$ cat src/rtl/knight_rider_pkg.sv
// Shared constants and key-FSM state encoding for the knight_rider speed control.
package knight_rider_pkg;

  localparam int TAP_W       = 5;
  localparam int TAP_MIN     = 18;
  localparam int TAP_MAX     = 27;
  localparam int TAP_DEFAULT = 23;

  typedef enum logic [1:0] {
    IDLE   = 2'd0,
    DELAY  = 2'd1,
    REPEAT = 2'd2,
    LOCK   = 2'd3
  } key_state_t;

endpackage

$ cat src/rtl/key_debounce.sv
// Two-flop synchroniser and debouncer for one active-low pushbutton, with
// registered one-cycle press (1->0) and release (0->1) pulses of the stable value.
module key_debounce #(
  parameter int DEBOUNCE_CYCLES = 500000
) (
  input  logic clk,
  input  logic rst,
  input  logic key,
  output logic stable,
  output logic press,
  output logic rel
);

  localparam int CNT_W = (DEBOUNCE_CYCLES > 1) ? $clog2(DEBOUNCE_CYCLES) : 1;
  localparam logic [CNT_W-1:0] CNT_LAST = CNT_W'(DEBOUNCE_CYCLES - 1);

  logic             sync1_reg;
  logic             sync2_reg;
  logic             stable_reg;
  logic             stable_prev_reg;
  logic [CNT_W-1:0] cnt_reg;
  logic [1:0]       fill_reg;
  logic             armed_reg;
  logic             press_reg;
  logic             rel_reg;

  // After reset a key must be seen released before it can debounce low, so a
  // hold that spans reset is ignored until the key is let go and pressed again.
  always_ff @(posedge clk) begin
    if (!rst) begin
      sync1_reg       <= 1'b1;
      sync2_reg       <= 1'b1;
      stable_reg      <= 1'b1;
      stable_prev_reg <= 1'b1;
      cnt_reg         <= '0;
      fill_reg        <= 2'd0;
      armed_reg       <= 1'b0;
      press_reg       <= 1'b0;
      rel_reg         <= 1'b0;
    end else begin
      sync1_reg       <= key;
      sync2_reg       <= sync1_reg;
      stable_prev_reg <= stable_reg;
      press_reg       <= stable_prev_reg & ~stable_reg;
      rel_reg         <= ~stable_prev_reg & stable_reg;
      if (fill_reg != 2'd2) fill_reg <= fill_reg + 2'd1;
      if (fill_reg == 2'd2 && sync2_reg) armed_reg <= 1'b1;
      if (!armed_reg || sync2_reg == stable_reg) begin
        cnt_reg <= '0;
      end else if (cnt_reg == CNT_LAST) begin
        stable_reg <= sync2_reg;
        cnt_reg    <= '0;
      end else begin
        cnt_reg <= cnt_reg + 1'b1;
      end
    end
  end

  assign stable = stable_reg;
  assign press  = press_reg;
  assign rel    = rel_reg;

endmodule

$ cat src/rtl/knight_rider_speed_ctrl.sv
// Turns debounced KEY presses into a saturating scan-speed tap with single-step,
// auto-repeat and a two-key chord that restores the default tap.
module knight_rider_speed_ctrl
  import knight_rider_pkg::*;
#(
  parameter int DEBOUNCE_CYCLES = 500000,
  parameter int REPEAT_DELAY    = 25000000,
  parameter int REPEAT_PERIOD   = 10000000
) (
  input  logic        MAX10_CLK1_50,
  input  logic        rst,
  input  logic [1:0]  KEY,
  output logic [31:0] counter_tap,
  output logic        tap_change,
  output logic        at_limit
);

  localparam int TIMER_MAX = (REPEAT_DELAY > REPEAT_PERIOD) ? REPEAT_DELAY : REPEAT_PERIOD;
  localparam int TIMER_W   = (TIMER_MAX > 1) ? $clog2(TIMER_MAX) : 1;
  localparam logic [TIMER_W-1:0] DELAY_LAST  = TIMER_W'(REPEAT_DELAY - 1);
  localparam logic [TIMER_W-1:0] PERIOD_LAST = TIMER_W'(REPEAT_PERIOD - 1);

  logic [1:0] stable;
  logic [1:0] press;
  logic [1:0] rel;
  logic [1:0] step;
  logic       chord;
  logic       both_released;

  assign chord         = ~stable[0] & ~stable[1];
  assign both_released =  stable[0] &  stable[1];

  // Index 0 steps faster (tap-1), index 1 steps slower (tap+1).
  generate
    for (genvar gi = 0; gi < 2; gi++) begin : g_key
      key_state_t         state_reg, state_next;
      logic [TIMER_W-1:0] timer_reg, timer_next;
      logic               step_int;

      key_debounce #(.DEBOUNCE_CYCLES(DEBOUNCE_CYCLES)) u_debounce (
        .clk    (MAX10_CLK1_50),
        .rst    (rst),
        .key    (KEY[gi]),
        .stable (stable[gi]),
        .press  (press[gi]),
        .rel    (rel[gi])
      );

      always_comb begin
        state_next = state_reg;
        timer_next = '0;
        step_int   = 1'b0;
        if (chord) begin
          state_next = LOCK;
        end else begin
          case (state_reg)
            IDLE: begin
              if (press[gi]) begin
                step_int   = 1'b1;
                state_next = DELAY;
              end
            end
            DELAY: begin
              if (rel[gi]) begin
                state_next = IDLE;
              end else if (timer_reg == DELAY_LAST) begin
                step_int   = 1'b1;
                state_next = REPEAT;
              end else begin
                timer_next = timer_reg + 1'b1;
              end
            end
            REPEAT: begin
              if (rel[gi]) begin
                state_next = IDLE;
              end else if (timer_reg == PERIOD_LAST) begin
                step_int = 1'b1;
              end else begin
                timer_next = timer_reg + 1'b1;
              end
            end
            default: begin
              if (both_released) state_next = IDLE;
            end
          endcase
        end
      end

      always_ff @(posedge MAX10_CLK1_50) begin
        if (!rst) begin
          state_reg <= IDLE;
          timer_reg <= '0;
        end else begin
          state_reg <= state_next;
          timer_reg <= timer_next;
        end
      end

      assign step[gi] = step_int;
    end
  endgenerate

  logic [TAP_W-1:0] tap_reg, tap_next;
  logic             tap_change_reg;

  always_comb begin
    tap_next = tap_reg;
    if (chord) begin
      tap_next = TAP_W'(TAP_DEFAULT);
    end else if (step[1] && tap_reg < TAP_W'(TAP_MAX)) begin
      tap_next = tap_reg + 1'b1;
    end else if (step[0] && tap_reg > TAP_W'(TAP_MIN)) begin
      tap_next = tap_reg - 1'b1;
    end
  end

  always_ff @(posedge MAX10_CLK1_50) begin
    if (!rst) begin
      tap_reg        <= TAP_W'(TAP_DEFAULT);
      tap_change_reg <= 1'b0;
    end else begin
      tap_reg        <= tap_next;
      tap_change_reg <= (tap_next != tap_reg);
    end
  end

  assign counter_tap = {{(32 - TAP_W){1'b0}}, tap_reg};
  assign tap_change  = tap_change_reg;
  assign at_limit    = (tap_reg == TAP_W'(TAP_MIN)) || (tap_reg == TAP_W'(TAP_MAX));

endmodule

$ cat config.mk
export PLATFORM = sky130hd
export DESIGN_NAME = knight_rider_speed_ctrl
export DESIGN_NICKNAME = d
export VERILOG_FILES = /design/src/rtl/knight_rider_pkg.sv /design/src/rtl/key_debounce.sv /design/src/rtl/knight_rider_speed_ctrl.sv
export SDC_FILE = /design/constraint.sdc
export NUM_CORES = 1
export LEC_CHECK = 0
export CAP_MARGIN = 10
export CORE_MARGIN = 2
export CORE_UTILIZATION = 50
export CTS_CLUSTER_DIAMETER = 40
export CTS_CLUSTER_SIZE = 24
export DETAILED_ROUTE_END_ITERATION = 12
export DONT_BUFFER_PORTS = 1
export PLACE_DENSITY = 0.68
export REMOVE_ABC_BUFFERS = 1
export SYNTH_ARGS = -nofsm -noshare
export SYNTH_HDL_FRONTEND = slang
export SYNTH_SLANG_ARGS = --single-unit
export TNS_END_PERCENT = 100
$ cat constraint.sdc
create_clock -name MAX10_CLK1_50 -period 5.52 [get_ports MAX10_CLK1_50]
set_clock_uncertainty 0.15 [all_clocks]
set_input_delay 0.828 -clock MAX10_CLK1_50 [delete_from_list [all_inputs] [get_ports MAX10_CLK1_50]]
set_output_delay 0.828 -clock MAX10_CLK1_50 [all_outputs]
set_load 0.02 [all_outputs]
* Yosys cells after proc, flatten, opt, wreduce, memory -nomap -nowiden
Cells that the tools add are included.
** Storage, ports and cells
- Logic and storage cells :: 132
- Memory bits (read-only) :: 0
- Bits in writable memories :: 0
- Memories :: 0
- Output and inout port bits :: 34
- Input port bits :: 4
- Bits in registers :: 116
- Latch bits :: 0
** Operators by class
- Multiplexer cells :: 40
- $lt $le $gt $ge :: 2
- Shifts and indexed selects :: 0
- Equal/unequal tests :: 25
- Multipliers :: 0
- $add $sub $neg :: 8
- Bitwise operators :: 13
- Reductions and logical operators :: 20
- Divide/modulo/power cells :: 0
** Operator list (count)
- 25-bit two-way mux :: 8
- 25-bit one-hot mux with 2 select lines :: 2
- 25-bit by 1-bit adder with 25-bit output (second input constant) :: 2
- 25-bit by 24-bit == test with 1-bit output (second input constant) :: 2
- 25-bit == test (second input constant) :: 2
- 19-bit by 1-bit adder with 19-bit output (second input constant) :: 2
- 19-bit == test (second input constant) :: 2
- 2-bit two-way mux :: 11
- 5-bit two-way mux :: 3
- 1-bit two-way mux :: 12
- 3-bit by 2-bit inequality test with 1-bit output (second input constant) :: 4
- 2-bit one-hot mux with 3 select lines :: 2
- 5-bit == test (second input constant) :: 2
- 5-bit nonzero test :: 2
- 2-bit == test (second input constant) :: 4
- 4-bit by 3-bit inequality test with 1-bit output (second input constant) :: 2
- 4-bit AND reduction :: 2
- 1-bit NOT :: 7
- 1-bit bitwise AND :: 6
- 1-bit one-hot mux with 3 select lines :: 2
- 3-bit OR reduction :: 2
- 5-bit by 1-bit adder with 5-bit output (second input constant) :: 1
- 5-bit > comparator (second input constant) :: 1
- 5-bit < comparator (second input constant) :: 1
- other kinds (12) :: 24

* Longest topological paths before layout
Gate-level depths: netlist (run 1).
- Word-level depth :: 10
- Mapped depth :: 9
- Gate-level depth less buffers :: 8

* Hierarchy
Synthesis (run 1) repeated with hierarchy kept, for this count alone.
** Unflattened totals
- Cells, all modules :: 658
- Area total of the unflattened synthesis :: 5818.1 um2
** By module, submodules not included
- knight_rider_speed_ctrl :: seq. area each 1201.2 um2, cells each 402, instances 1, area each 3383.2 um2
- key_debounce :: seq. area each 560.5 um2, cells each 128, instances 2, area each 1217.4 um2

* Worst setup path after synthesis (run 1)
No wires, ideal clock.
- Path kind :: register to output
- From :: register tap_reg[1]
- To :: output port at_limit
- Buffers on the path :: 0
- Required time :: 4542 ps
- Setup slack :: 3150 ps
- Arrival :: 1392 ps
- Cell stages (with the launch flop) :: 4
- Cells stage by stage :: dfxtp_1 -> ha_1 -> mux2i_1 -> nor3b_1
** On the way
- Longest elaborated chain between the ends :: 2
- Elaborated cells on any way between the ends :: 3
- Those cells by class :: 2 x eq/ne; 1 x reduce/logical
** RTL lines
- start: declaration :: RTL line knight_rider_speed_ctrl.sv:103 : logic [TAP_W-1:0] tap_reg, tap_next;
- start signal: assignment :: RTL line knight_rider_speed_ctrl.sv:119 : tap_reg <= TAP_W'(TAP_DEFAULT);
- start signal: assignment :: RTL line knight_rider_speed_ctrl.sv:122 : tap_reg <= tap_next;
- 5-bit == test :: RTL line knight_rider_speed_ctrl.sv:129 : assign at_limit = (tap_reg == TAP_W'(TAP_MIN)) || (tap_reg == TAP_W'(TAP_MAX));
- 1-bit logical OR (*) :: RTL line knight_rider_speed_ctrl.sv:129
- end: declaration :: RTL line knight_rider_speed_ctrl.sv:15 : output logic at_limit
Every way passes the cells marked *; elsewhere a longest branch is shown, timed or not.

* Final worst setup path (run 1)
Same ends and word-level chain as after synthesis.

==> impl_results.md, run 1 <==
- CP Class: flop to output pin
- R2r setup slk: 2.77 ns
- Share of layout cells above drive strength 1: 0.0586
- Max cap viols: 0
- Pwr Density: between 300 and 400 mW/mm^2
- DP HPWL: 6910 um
- # clock sinks: approximately 120
- Clock slew at reported path FFs: about 0.05 ns
- Initial antenna violation count: 0
- Cells after synthesis: 650
- Final period util: 0.536
- Setup crit start: tap_reg[1]$_SDFF_PN1_
- Post-synthesis cell type count: 53
- Grt total ovfl: 0
- Buffers & Inverters on Critical Path: 0
- Max-slew headroom: 0.310
- H-tree levels: 4
- DR WL/cell: between 10 and 15 um
- Syn-to-layout area delta: 11.8%
- Synth Area in Adders: 0.0399
- Most common flop cell mapped by yosys: dfxtp_1
- Clk buf depth: 2
- Status: complete, no violations
- Post-synth EDFFs: 0
- Post-CTS setup buffer count: 0
- Core box area: 0.0109 sq mm
- Starting density of the core: 0.516
- CTS Buf Count: 17
- Reg-to-reg critical path endpoint: g_key[0].timer_reg[21]$_SDFF_PP0_
- Die Y: 110 um
- Worst path slowest cell: dfxtp_1
- Compound-Gate Fraction of Synth Area: 0.0424
- Ports: 38
- # rows: 38
- Finish-stage setup viols: 0
- CTS root buf: clkbuf_16
- Crit-path max cell delay: just over 0.6 ns
- Xor-xnor portion of the synthesized cell area: 0.130
- Slew Viols, Final: 0
- DRT Pass-1 Iters: 5
- Worst Max-Slew Pin Slew: just over 1 ns
- Main combinational cell family by area after synthesis: simple AND/OR/NAND/NOR gates
- DRT Wirelength: 10,000 um
- Setup crit end kind: output pin
- Peak supply drop: roughly 0.29 mV
- Vias in the first global route: between 3,000 and 4,000
- Leakage dissipation: ~0.0022 uW
- ANT cells: 0
- CTS resizes: 0
- CP required: approximately 4.5 ns
- Warnings, synthesis: 0
- Antenna Nets Post-Route: 0
- R2R Path Start: g_key[0].timer_reg[16]$_SDFF_PP0_
- Residual DRC: 0
- Vias per cell: just over 5
- Clk Latency, worst-skew pair: slightly above 0.4 ns
- Synth Cell Area: roughly 0.0056 sq mm
- CTS tree: yes
- First-pass GRT wire length: between 15,000 and 20,000 um
- Type of origin of the critical path: flop
- Seq/Total Area, Yosys: 0.412
- Routability congestion estimate: between 0.8 and 0.9
- Worst hold path class: flop to flop
- NumNets Final: 676
- Simple-gate portion of the synthesized area: 0.304
- Most frequent cells in the layout: nor2_1 (120), dfxtp_1 (116), nand2_1 (55)
- GRT Total Usage: 0.184
- Critical path depth: 3
- Via Count: roughly 4,200
- Leading cell type in the layout, fill and taps excluded: nor2_1
- FMAX: 338 MHz
- Sequential Area: roughly 0.0023 sq mm
- Max reg flops: 50
- Worst r2r path cells: 6
- Hold-fix buffers at CTS: 0
- Die W: between 100 and 150 um
- Final TNS setup: 0 ns
- Largest net degree at the start of global routing: 30
- Synth top area share: 0.412
- Port bufs: 0
- Worst setup path endpoint: at_limit
- Cell Count Post-Placement: a little under 800
- #FFs+latches synth: 116
- Crit path cell chain: ha_1, mux2i_1, nor3b_1
- Full die area: roughly 0.012 sq mm
- 1st-iter DRT viols: 274
- Final min period: 2.96 ns
- Multi-input gate area: a little over 0.003 sq mm
- Final hold vios: 0
- Syn avg cell area: 8.68 sq um
- Crit path DAT: 1.98 ns
- CP Max Fanout: 8
- RSZ-0062 raised after global routing: false
- Fin cells: 805
- Mux cell area share after synthesis: 0.0109
- Layout fillers: around 980
- Top delay family on crit path: flip-flops
- Area leader, netlist: dfxtp_1
- Asr flop ratio synth: 0
- Ranking of synthesized cells by area: dfxtp_1 (41%), nor2_1 (8.0%), xor2_1 (7.1%)
-- report_power, final --
part	internal [uW]	switching (uW)	total, uW
Combinational	27.5	40.9	68.4
Clock	863	362	1220
Sequential	857	10.8	868
-- worst register-to-register path: cells and delay by family, from the launching register on --
| family | cells | cell delay (ns) |
|---|---|---|
| AND/OR/NAND/NOR | 4 | 1.63 |
| AO/OA/AOI/OAI | 2 | 0.41 |
| flip-flops | 1 | 0.40 |
-- cell type report --
type	instances	share of cell area
clock buffer	20	0.0724
inverter	20	0.0119
sequential	116	0.368
clock inverter	10	0.0323
multi-input combinational	499	0.488
tap	140	0.0278
-- synth_stat cells, types with 2 or more instances --
cell type and number:
nor4bb_1 3, and2_1 9, ha_1 18, and3_1 15
nor3b_1 4, and4_1 10, dfxtp_1 116, nor4_2 3
nor2_1 120, and3b_1 2, nand4_1 18, buf_4 27
buf_2 3, xor2_1 46, nor4_1 5, and4b_1 3
o21ai_0 6, or3_1 3, xnor2_1 38, o21ai_1 4
nand2_1 55, mux2i_1 5, nor2b_1 6, a21oi_1 9
nor3_1 14, nand2b_1 9, nand4b_1 8, inv_1 20
nand3_1 35, o211a_1 2, clkbuf_1 10, o31ai_1 3
-- kinds of logic after synthesis --
logic type,after synthesis
fa+ha+maj,18
flops,116
mux,6
simple gates,332
buf+inv,61
compound gates,32
xor+xnor,84
other cells,1
-- worst min-delay path by stage --
stage | startpoint | endpoint | slack, ns | depth (start not counted)
2_1_floorplan | g_key[0].u_debounce.stable_prev_reg$_SDFF_PN1_ | g_key[0].u_debounce.rel$_SDFF_PN0_ | 0.23 | 1
3_3_place_gp | g_key[0].u_debounce.stable_prev_reg$_SDFF_PN1_ | g_key[0].u_debounce.rel$_SDFF_PN0_ | 0.24 | 1
3_5_place_dp | g_key[1].u_debounce.sync1_reg$_SDFF_PN1_ | g_key[1].u_debounce.sync2_reg$_SDFF_PN1_ | 0.24 | 1
4_1_cts | g_key[0].u_debounce.stable_prev_reg$_SDFF_PN1_ | g_key[0].u_debounce.rel$_SDFF_PN0_ | 0.25 | 1
5_1_grt | g_key[0].u_debounce.stable_prev_reg$_SDFF_PN1_ | g_key[0].u_debounce.rel$_SDFF_PN0_ | 0.26 | 1
6_report | g_key[0].u_debounce.stable_prev_reg$_SDFF_PN1_ | g_key[0].u_debounce.rel$_SDFF_PN0_ | 0.25 | 1
-- per-stage QoR --
| stage | hold slack [ns] | instance area, sq um | setup slack (ns) | util | total power [uW] |
|---|---|---|---|---|---|
| 2_1_floorplan | 0.233 | 5470 | 3.03 | - | 943 |
| 3_3_place_gp | 0.237 | 5650 | 2.84 | 0.516 | 949 |
| 3_5_place_dp | 0.242 | 5650 | 2.74 | 0.516 | 953 |
| 4_1_cts | 0.252 | 6310 | 2.53 | 0.577 | 2180 |
| 5_1_grt | 0.262 | 6310 | 2.41 | 0.577 | 2230 |
| 6_report | 0.250 | 6310 | 2.56 | 0.577 | 2160 |
-- metal layers --
metal	vias to the layer above	GRT usage	wire length, um
met3	9	0.0670	414
met1	1938	0.223	4760
li1	2153	-	-
met5	-	0	0
met2	80	0.301	4760
met4	0	0.0598	93
Note: power is estimated with default switching activity, not from simulation.
==> run 2, diff against run 1 <==
--- a/config.mk
+++ b/config.mk
@@ -12,7 +12,7 @@
 export CTS_CLUSTER_SIZE = 24
 export DETAILED_ROUTE_END_ITERATION = 12
 export DONT_BUFFER_PORTS = 1
-export PLACE_DENSITY = 0.68
+export PLACE_DENSITY = 0.71
 export REMOVE_ABC_BUFFERS = 1
 export SYNTH_ARGS = -nofsm -noshare
 export SYNTH_HDL_FRONTEND = slang
==> constraint.sdc (replaced) <==
create_clock -name MAX10_CLK1_50 -period 2.7 [get_ports MAX10_CLK1_50]
set_clock_uncertainty 0.15 [all_clocks]
set_input_delay 0.405 -clock MAX10_CLK1_50 [delete_from_list [all_inputs] [get_ports MAX10_CLK1_50]]
set_output_delay 0.405 -clock MAX10_CLK1_50 [all_outputs]
set_load 0.02 [all_outputs]
==> run 2 against run 1 <==
  * Critical path depth rose by 4
  * Design area rose by 1.4%
  * Utilization rose by 0.79 points
  * Clock power rose by 93%
  * Cell count rose by 2.0%
  * Total power rose by 98%
  * Global-route usage rose by 0.61 points
  * Sequential share of layout area fell by 0.50 points
  * Worst hold slack got worse by 0.22 ns
  * Clock-buffer cell count rose by 4
  * Via count rose by 3.3%
  * Critical path type is now flop to flop
  * Largest cell class unchanged
  * Highest routed layer unchanged
==> impl_results.md, run 2 (synthesis gave the netlist of run 1 again) <==
- Status: complete, no violations (unchanged)
- First-pass GRT wire length: 18,100 um (was 17,500 um)
- R2r setup slk: 0.16 ns (was 2.77 ns)
- CTS tree: yes (unchanged)
- Final TNS setup: 0 ns (unchanged)
- Residual DRC: 0 (unchanged)
- GRT Total Usage: 0.190 (was 0.184)
- Vias in the first global route: 4,100 (was 3,951)
- ANT cells: 0 (unchanged)
- Crit path DAT: 2.71 ns (was 1.98 ns)
- Type of origin of the critical path: flop (unchanged)
- Pwr Density: 669 mW/mm^2 (was 342 mW/mm^2)
- R2R Path Start: g_key[1].timer_reg[0]$_SDFF_PP0_ (was g_key[0].timer_reg[16]$_SDFF_PP0_)
- Ports: 38 (unchanged)
- Slew Viols, Final: 0 (unchanged)
- Syn-to-layout area delta: 13.4% (was 11.8%)
- Leading cell type in the layout, fill and taps excluded: nor2_1 (unchanged)
- Antenna Nets Post-Route: 0 (unchanged)
- Share of layout cells above drive strength 1: 0.0749 (was 0.0586)
- DP HPWL: 7140 um (was 6910 um)
- Leakage dissipation: 0.00226 uW (was 0.00222 uW)
- Worst r2r path cells: 7 (was 6)
- Routability congestion estimate: 0.846 (was 0.827)
- HP Start: rst (was g_key[0].u_debounce.stable_prev_reg$_SDFF_PN1_)
- # rows: 38 (unchanged)
- # clock sinks: 116 (unchanged)
- Die Y: 110 um (unchanged)
- Max-slew headroom: 0.451 (was 0.310)
- Hold-fix buffers at CTS: 4 (was 0)
- Max cap viols: 0 (unchanged)
- Total power: 4280 uW (was 2160 uW)
- Buffers & Inverters on Critical Path: 0 (unchanged)
- Final min period: 2.54 ns
- Hold WS: 0.0339 ns (was 0.250 ns)
- Post-CTS setup buffer count: 0 (unchanged)
- Clk Latency, worst-skew pair: 0.41 ns (about the same)
- Port bufs: 0 (unchanged)
- Final hold vios: 0 (unchanged)
- Grt total ovfl: 0 (unchanged)
- NumNets Final: 690 (was 676)
- CP Max Fanout: 5 (was 8)
- Worst hold path class: primary input to flop (was flop to flop)
- DR WL/cell: 12.6 um (was 12.5 um)
- DRT Pass-1 Iters: 4 (was 5)
- Layout Utilization: 0.585 (was 0.577)
- Full die area: 0.0121 sq mm (unchanged)
- Final period util: 0.941
- CP required: 2.87 ns (was 4.54 ns)
- Fin area: 0.00639 sq mm (was 0.00631 sq mm)
- CP Class: flop to flop (was flop to output pin)
- CTS resizes: 0 (unchanged)
- Starting density of the core: 0.516 (unchanged)
- Clk buf depth: 2 (unchanged)
- Setup crit end kind: flop (was output pin)
- Worst Max-Slew Pin Slew: 0.821 ns (was 1.03 ns)
- Largest net degree at the start of global routing: 26 (was 30)
- Via Count: 4,318 (was 4,180)
- Hold Path Cell Cnt: 2 (was 1)
- Reg-to-reg critical path endpoint: tap_reg[2]$_SDFF_PN1_ (was g_key[0].timer_reg[21]$_SDFF_PP0_)
- Clock slew at reported path FFs: 0.05 ns (about the same)
- Max reg flops: 50 (unchanged)
- Placed cell areas: 0.00572 sq mm (was 0.00565 sq mm)
- Most frequent cells in the layout: nor2_1 (120), dfxtp_1 (116), nand2_1 (55) (unchanged)
- Hold-critical path endpoint: g_key[0].state_reg[0]$_SDFFE_PN0P_ (was g_key[0].u_debounce.rel$_SDFF_PN0_)
- Crit path cell chain: ha_1, nand4_1, or2_1, or3_4, a311oi_4, mux2_2, nor4_2 (was ha_1, mux2i_1, nor3b_1)
- Initial antenna violation count: 0 (unchanged)
- FMAX: between 300 and 400 MHz
- Die W: 110 um (unchanged)
- 1st-iter DRT viols: 290 (was 274)
- Top delay family on crit path: simple AND/OR/NAND/NOR gates (was flip-flops)
- Vias per cell: 5.26 (was 5.19)
- CTS Buf Count: 17 (unchanged)
- Critical path depth: 7 (was 3)
- DRT Wirelength: 10,400 um (was 10,000 um)
- H-tree levels: 4 (unchanged)
- Crit-path max cell delay: 0.42 ns (was 0.61 ns)
- CTS root buf: clkbuf_16 (unchanged)
- Worst path slowest cell: or3_4 (was dfxtp_1)
- RSZ-0062 raised after global routing: false (unchanged)
- Peak supply drop: 0.414 mV (was 0.291 mV)
- Core box area: 0.0109 sq mm (unchanged)
- Finish-stage setup viols: 0 (unchanged)
==> run 2: changes by cell type in the layout (fill, tap and decap cells not counted) <==
cell | previous run | this run
bufinv_16 | 6 | 3
buf_4 | 0 | 10
dlygate4sd3_1 | 0 | 4
clkbuf_8 | 2 | 6
clkinvlp_4 | 0 | 2
clkinv_4 | 1 | 0
==> run 2: final cells by class <==
type / instances / area (sq um)
Timing Repair Buffer: 14 / 115
Multi-Input combinational cell: 499 / 3080
Inverter: 20 / 75.1
Clock buffer: 24 / 512
Sequential cell: 116 / 2320
Tap cell: 140 / 175
Fill cell: 966 / 4540
Clock inverter: 8 / 120
==> run 2: routing by layer <==
metal  vias up  track usage  share of wire
met5         -            0              0
met4         0       0.0795          0.017
met3        18       0.0588          0.041
met2        96        0.312           0.47
met1      2016        0.230           0.47
li1       2188            -              -
==> run 2: stage by stage <==
step | worst slack (ns) | cells
after global routing | 0.00619 | 821
after detailed placement | 0.158 | 785
final | 0.158 | 821
after CTS | 0.147 | 821
after floorplan | 0.208 | 635
after global placement | 0.254 | 785
==> run 2: worst max-delay path by stage <==
stage	startpoint	endpoint	slack, ns
finish	g_key[1].timer_reg[0]$_SDFF_PP0_	tap_reg[2]$_SDFF_PN1_	0.16
global route	g_key[1].timer_reg[0]$_SDFF_PP0_	tap_reg[2]$_SDFF_PN1_	0.006
CTS	g_key[1].timer_reg[0]$_SDFF_PP0_	tap_reg[2]$_SDFF_PN1_	0.15
detailed placement	g_key[1].timer_reg[0]$_SDFF_PP0_	tap_reg[2]$_SDFF_PN1_	0.16
global placement	g_key[1].timer_reg[0]$_SDFF_PP0_	tap_reg[2]$_SDFF_PN1_	0.25
floorplan	g_key[1].timer_reg[0]$_SDFF_PP0_	tap_reg[2]$_SDFF_PN1_	0.21
==> run 2: report_power, final <==
group	internal [uW]	switching [uW]
clock	1590	759
combinational	62.1	90.2
sequential	1750	23.1
total	3410	872
==> run 3, diff against run 2 <==
--- a/config.mk
+++ b/config.mk
@@ -12,6 +12,7 @@
 export CTS_CLUSTER_SIZE = 24
 export DETAILED_ROUTE_END_ITERATION = 12
 export DONT_BUFFER_PORTS = 1
+export MAX_ROUTING_LAYER = met4
 export PLACE_DENSITY = 0.71
 export REMOVE_ABC_BUFFERS = 1
 export SYNTH_ARGS = -nofsm -noshare
==> run 3 against run 2 <==
  * Total power barely moved
  * Critical endpoint unchanged
  * Utilization is the same
  * Worst hold slack better by 0.0025 ns
  * Critical path type unchanged
  * Critical path depth unchanged
  * Sequential share of layout area unchanged
  * Routed wire length shrank 0.22%
==> impl_results.md, run 3 (synthesis gave the netlist of run 1 again) <==
- FMAX: 394 MHz (was 393 MHz)
- Full die area: 0.0121 sq mm (unchanged)
- Pwr Density: 669 mW/mm^2 (about the same)
- Routability congestion estimate: 0.860 (was 0.846)
- Residual DRC: 0 (unchanged)
- Worst hold path class: primary input to flop (unchanged)
- ANT cells: 0 (unchanged)
- Vias per cell: 5.25 (was 5.26)
- Hold Path Cell Cnt: 2 (unchanged)
- Via Count: 4,308 (was 4,318)
- CP required: 2.86 ns (was 2.87 ns)
- Core box area: 0.0109 sq mm (unchanged)
- M2 GR Usage: 0.312 (about the same)
- DRT Wirelength: 10,300 um (was 10,400 um)
- Layout fillers: 966 (unchanged)
- Starting density of the core: 0.516 (unchanged)
- Grt total ovfl: 0 (unchanged)
- Ports: 38 (unchanged)
- Clock slew at reported path FFs: 0.05 ns (about the same)
- Worst Max-Slew Pin Slew: 0.812 ns (was 0.821 ns)
- Max cap viols: 0 (unchanged)
- Pre-CTS WS: 0.158 ns (unchanged)
- First-pass GRT wire length: 18,100 um (unchanged)
- Most frequent cells in the layout: nor2_1 (120), dfxtp_1 (116), nand2_1 (55) (unchanged)
- DR WL/cell: 12.6 um (about the same)
- Slew Viols, Final: 0 (unchanged)
- GR Util met1: 0.230 (about the same)
- H-tree levels: 4 (unchanged)
- Crit path cell chain: ha_1, nand4_1, or2_1, or3_4, a311oi_4, mux2_2, nor4_2 (unchanged)
- Top Usage Layer GRT: met2 (unchanged)
- Max reg flops: 50 (unchanged)
- Share of layout cells above drive strength 1: 0.0749 (unchanged)
- GRT Total Usage: 0.195 (was 0.190)
- Multi-input gate area: 0.00308 sq mm (unchanged)
- NumNets Final: 690 (unchanged)
- CP Class: flop to flop (unchanged)
- Type of origin of the critical path: flop (unchanged)
- Antenna Nets Post-Route: 0 (unchanged)
- Clk buf depth: 2 (unchanged)
- Final min period: 2.54 ns (about the same)
- Peak supply drop: 0.416 mV (was 0.414 mV)
- Leading cell type in the layout, fill and taps excluded: nor2_1 (unchanged)
- Die Y: 110 um (unchanged)
- Setup crit end kind: flop (unchanged)
- 1st-iter DRT viols: 289 (was 290)
- Largest net degree at the start of global routing: 26 (unchanged)
- Status: complete, no violations (unchanged)
- Finish-stage setup viols: 0 (unchanged)
- Leakage dissipation: 0.00226 uW (unchanged)
- Final hold vios: 0 (unchanged)
- DRT Pass-1 Iters: 4 (unchanged)
- Crit-path max cell delay: 0.42 ns (about the same)
- Final TNS setup: 0 ns (unchanged)
- CP Max Fanout: 5 (unchanged)
- Clk Latency, worst-skew pair: 0.41 ns (about the same)
- Worst r2r path cells: 7 (unchanged)
- Port bufs: 0 (unchanged)
- Crit path DAT: 2.70 ns (was 2.71 ns)
- CTS tree: yes (unchanged)
- # clock sinks: 116 (unchanged)
- Worst path slowest cell: or3_4 (unchanged)
- Die W: 110 um (unchanged)
- Initial antenna violation count: 0 (unchanged)
- CTS resizes: 0 (unchanged)
- Max-slew headroom: 0.457 (was 0.451)
- CTS root buf: clkbuf_16 (unchanged)
- Vias in the first global route: 4,099 (was 4,100)
- Final period util: 0.939 (was 0.941)
- Sequential Area: 0.00232 sq mm (unchanged)
- Syn-to-layout area delta: 13.4% (unchanged)
- Post-route setup slack: 0.164 ns (was 0.158 ns)
- RSZ-0062 raised after global routing: false (unchanged)
- Met3 Use GR: 0.0594 (was 0.0588)
- CTS Buf Count: 17 (unchanged)
- DP HPWL: 7140 um (unchanged)
- # rows: 38 (unchanged)
==> run 3: cell counts in the layout (fill, tap and decap cells not counted) <==
Identical to the previous run, type by type.
==> run 3: worst paths after layout <==
path	from	end	slack, ns
setup reg to reg	g_key[1].timer_reg[0]$_SDFF_PP0_	tap_reg[2]$_SDFF_PN1_	0.16
setup / recovery	g_key[1].timer_reg[0]$_SDFF_PP0_	tap_reg[2]$_SDFF_PN1_	0.16
hold / removal	rst	g_key[0].state_reg[0]$_SDFFE_PN0P_	0.04
hold reg to reg	g_key[0].u_debounce.stable_prev_reg$_SDFF_PN1_	g_key[0].u_debounce.rel$_SDFF_PN0_	0.25
==> run 3: routing by layer <==
layer	wire length [um]	part of all wire
met2	4860	0.47
met4	118	0.011
met3	494	0.048
met5	0	0
met1	4850	0.47
==> run 3: where the power goes <==
group	switching, uW	internal [uW]	leakage [uW]
Sequential	23.8	1750	0.000936
Combinational	90.4	62.1	0.00102
Clock	756	1590	0.000308
Total	870	3410	0.00226
==> run 3: layout make-up <==
cell class,instances,area share
multi-input combinational,499,0.481
sequential,116,0.363
clock buffer,24,0.0800
tap,140,0.0274
clock inverter,8,0.0188
timing repair buffer,14,0.0180
inverter,20,0.0117
==> run 3: stage by stage <==
stage	area (sq um)	utilization	cells	power (uW)	hold WS (ns)
floorplan	5470	-	635	1930	0.233
global placement	5720	0.523	785	1940	0.239
detailed placement	5720	0.523	785	1950	0.248
CTS	6390	0.585	821	4320	0.0139
global route	6390	0.585	821	4430	0.0165
finish	6390	0.585	821	4280	0.0364
==> run 3: worst max-delay path, delay by kind of cell, from the launching register on <==
family | cells | cell delay (ns)
AND/OR/NAND/NOR | 4 | 1.06
multiplexers | 1 | 0.38
flip-flops | 1 | 0.37
AO/OA/AOI/OAI | 1 | 0.28
adder cells (fa/ha/maj) | 1 | 0.22
==> run 3: what timing repair did <==
item	4_1_cts	5_1_grt
buffers inserted	0	0
hold buffers	4	0
endpoints found under the hold margin	23	0
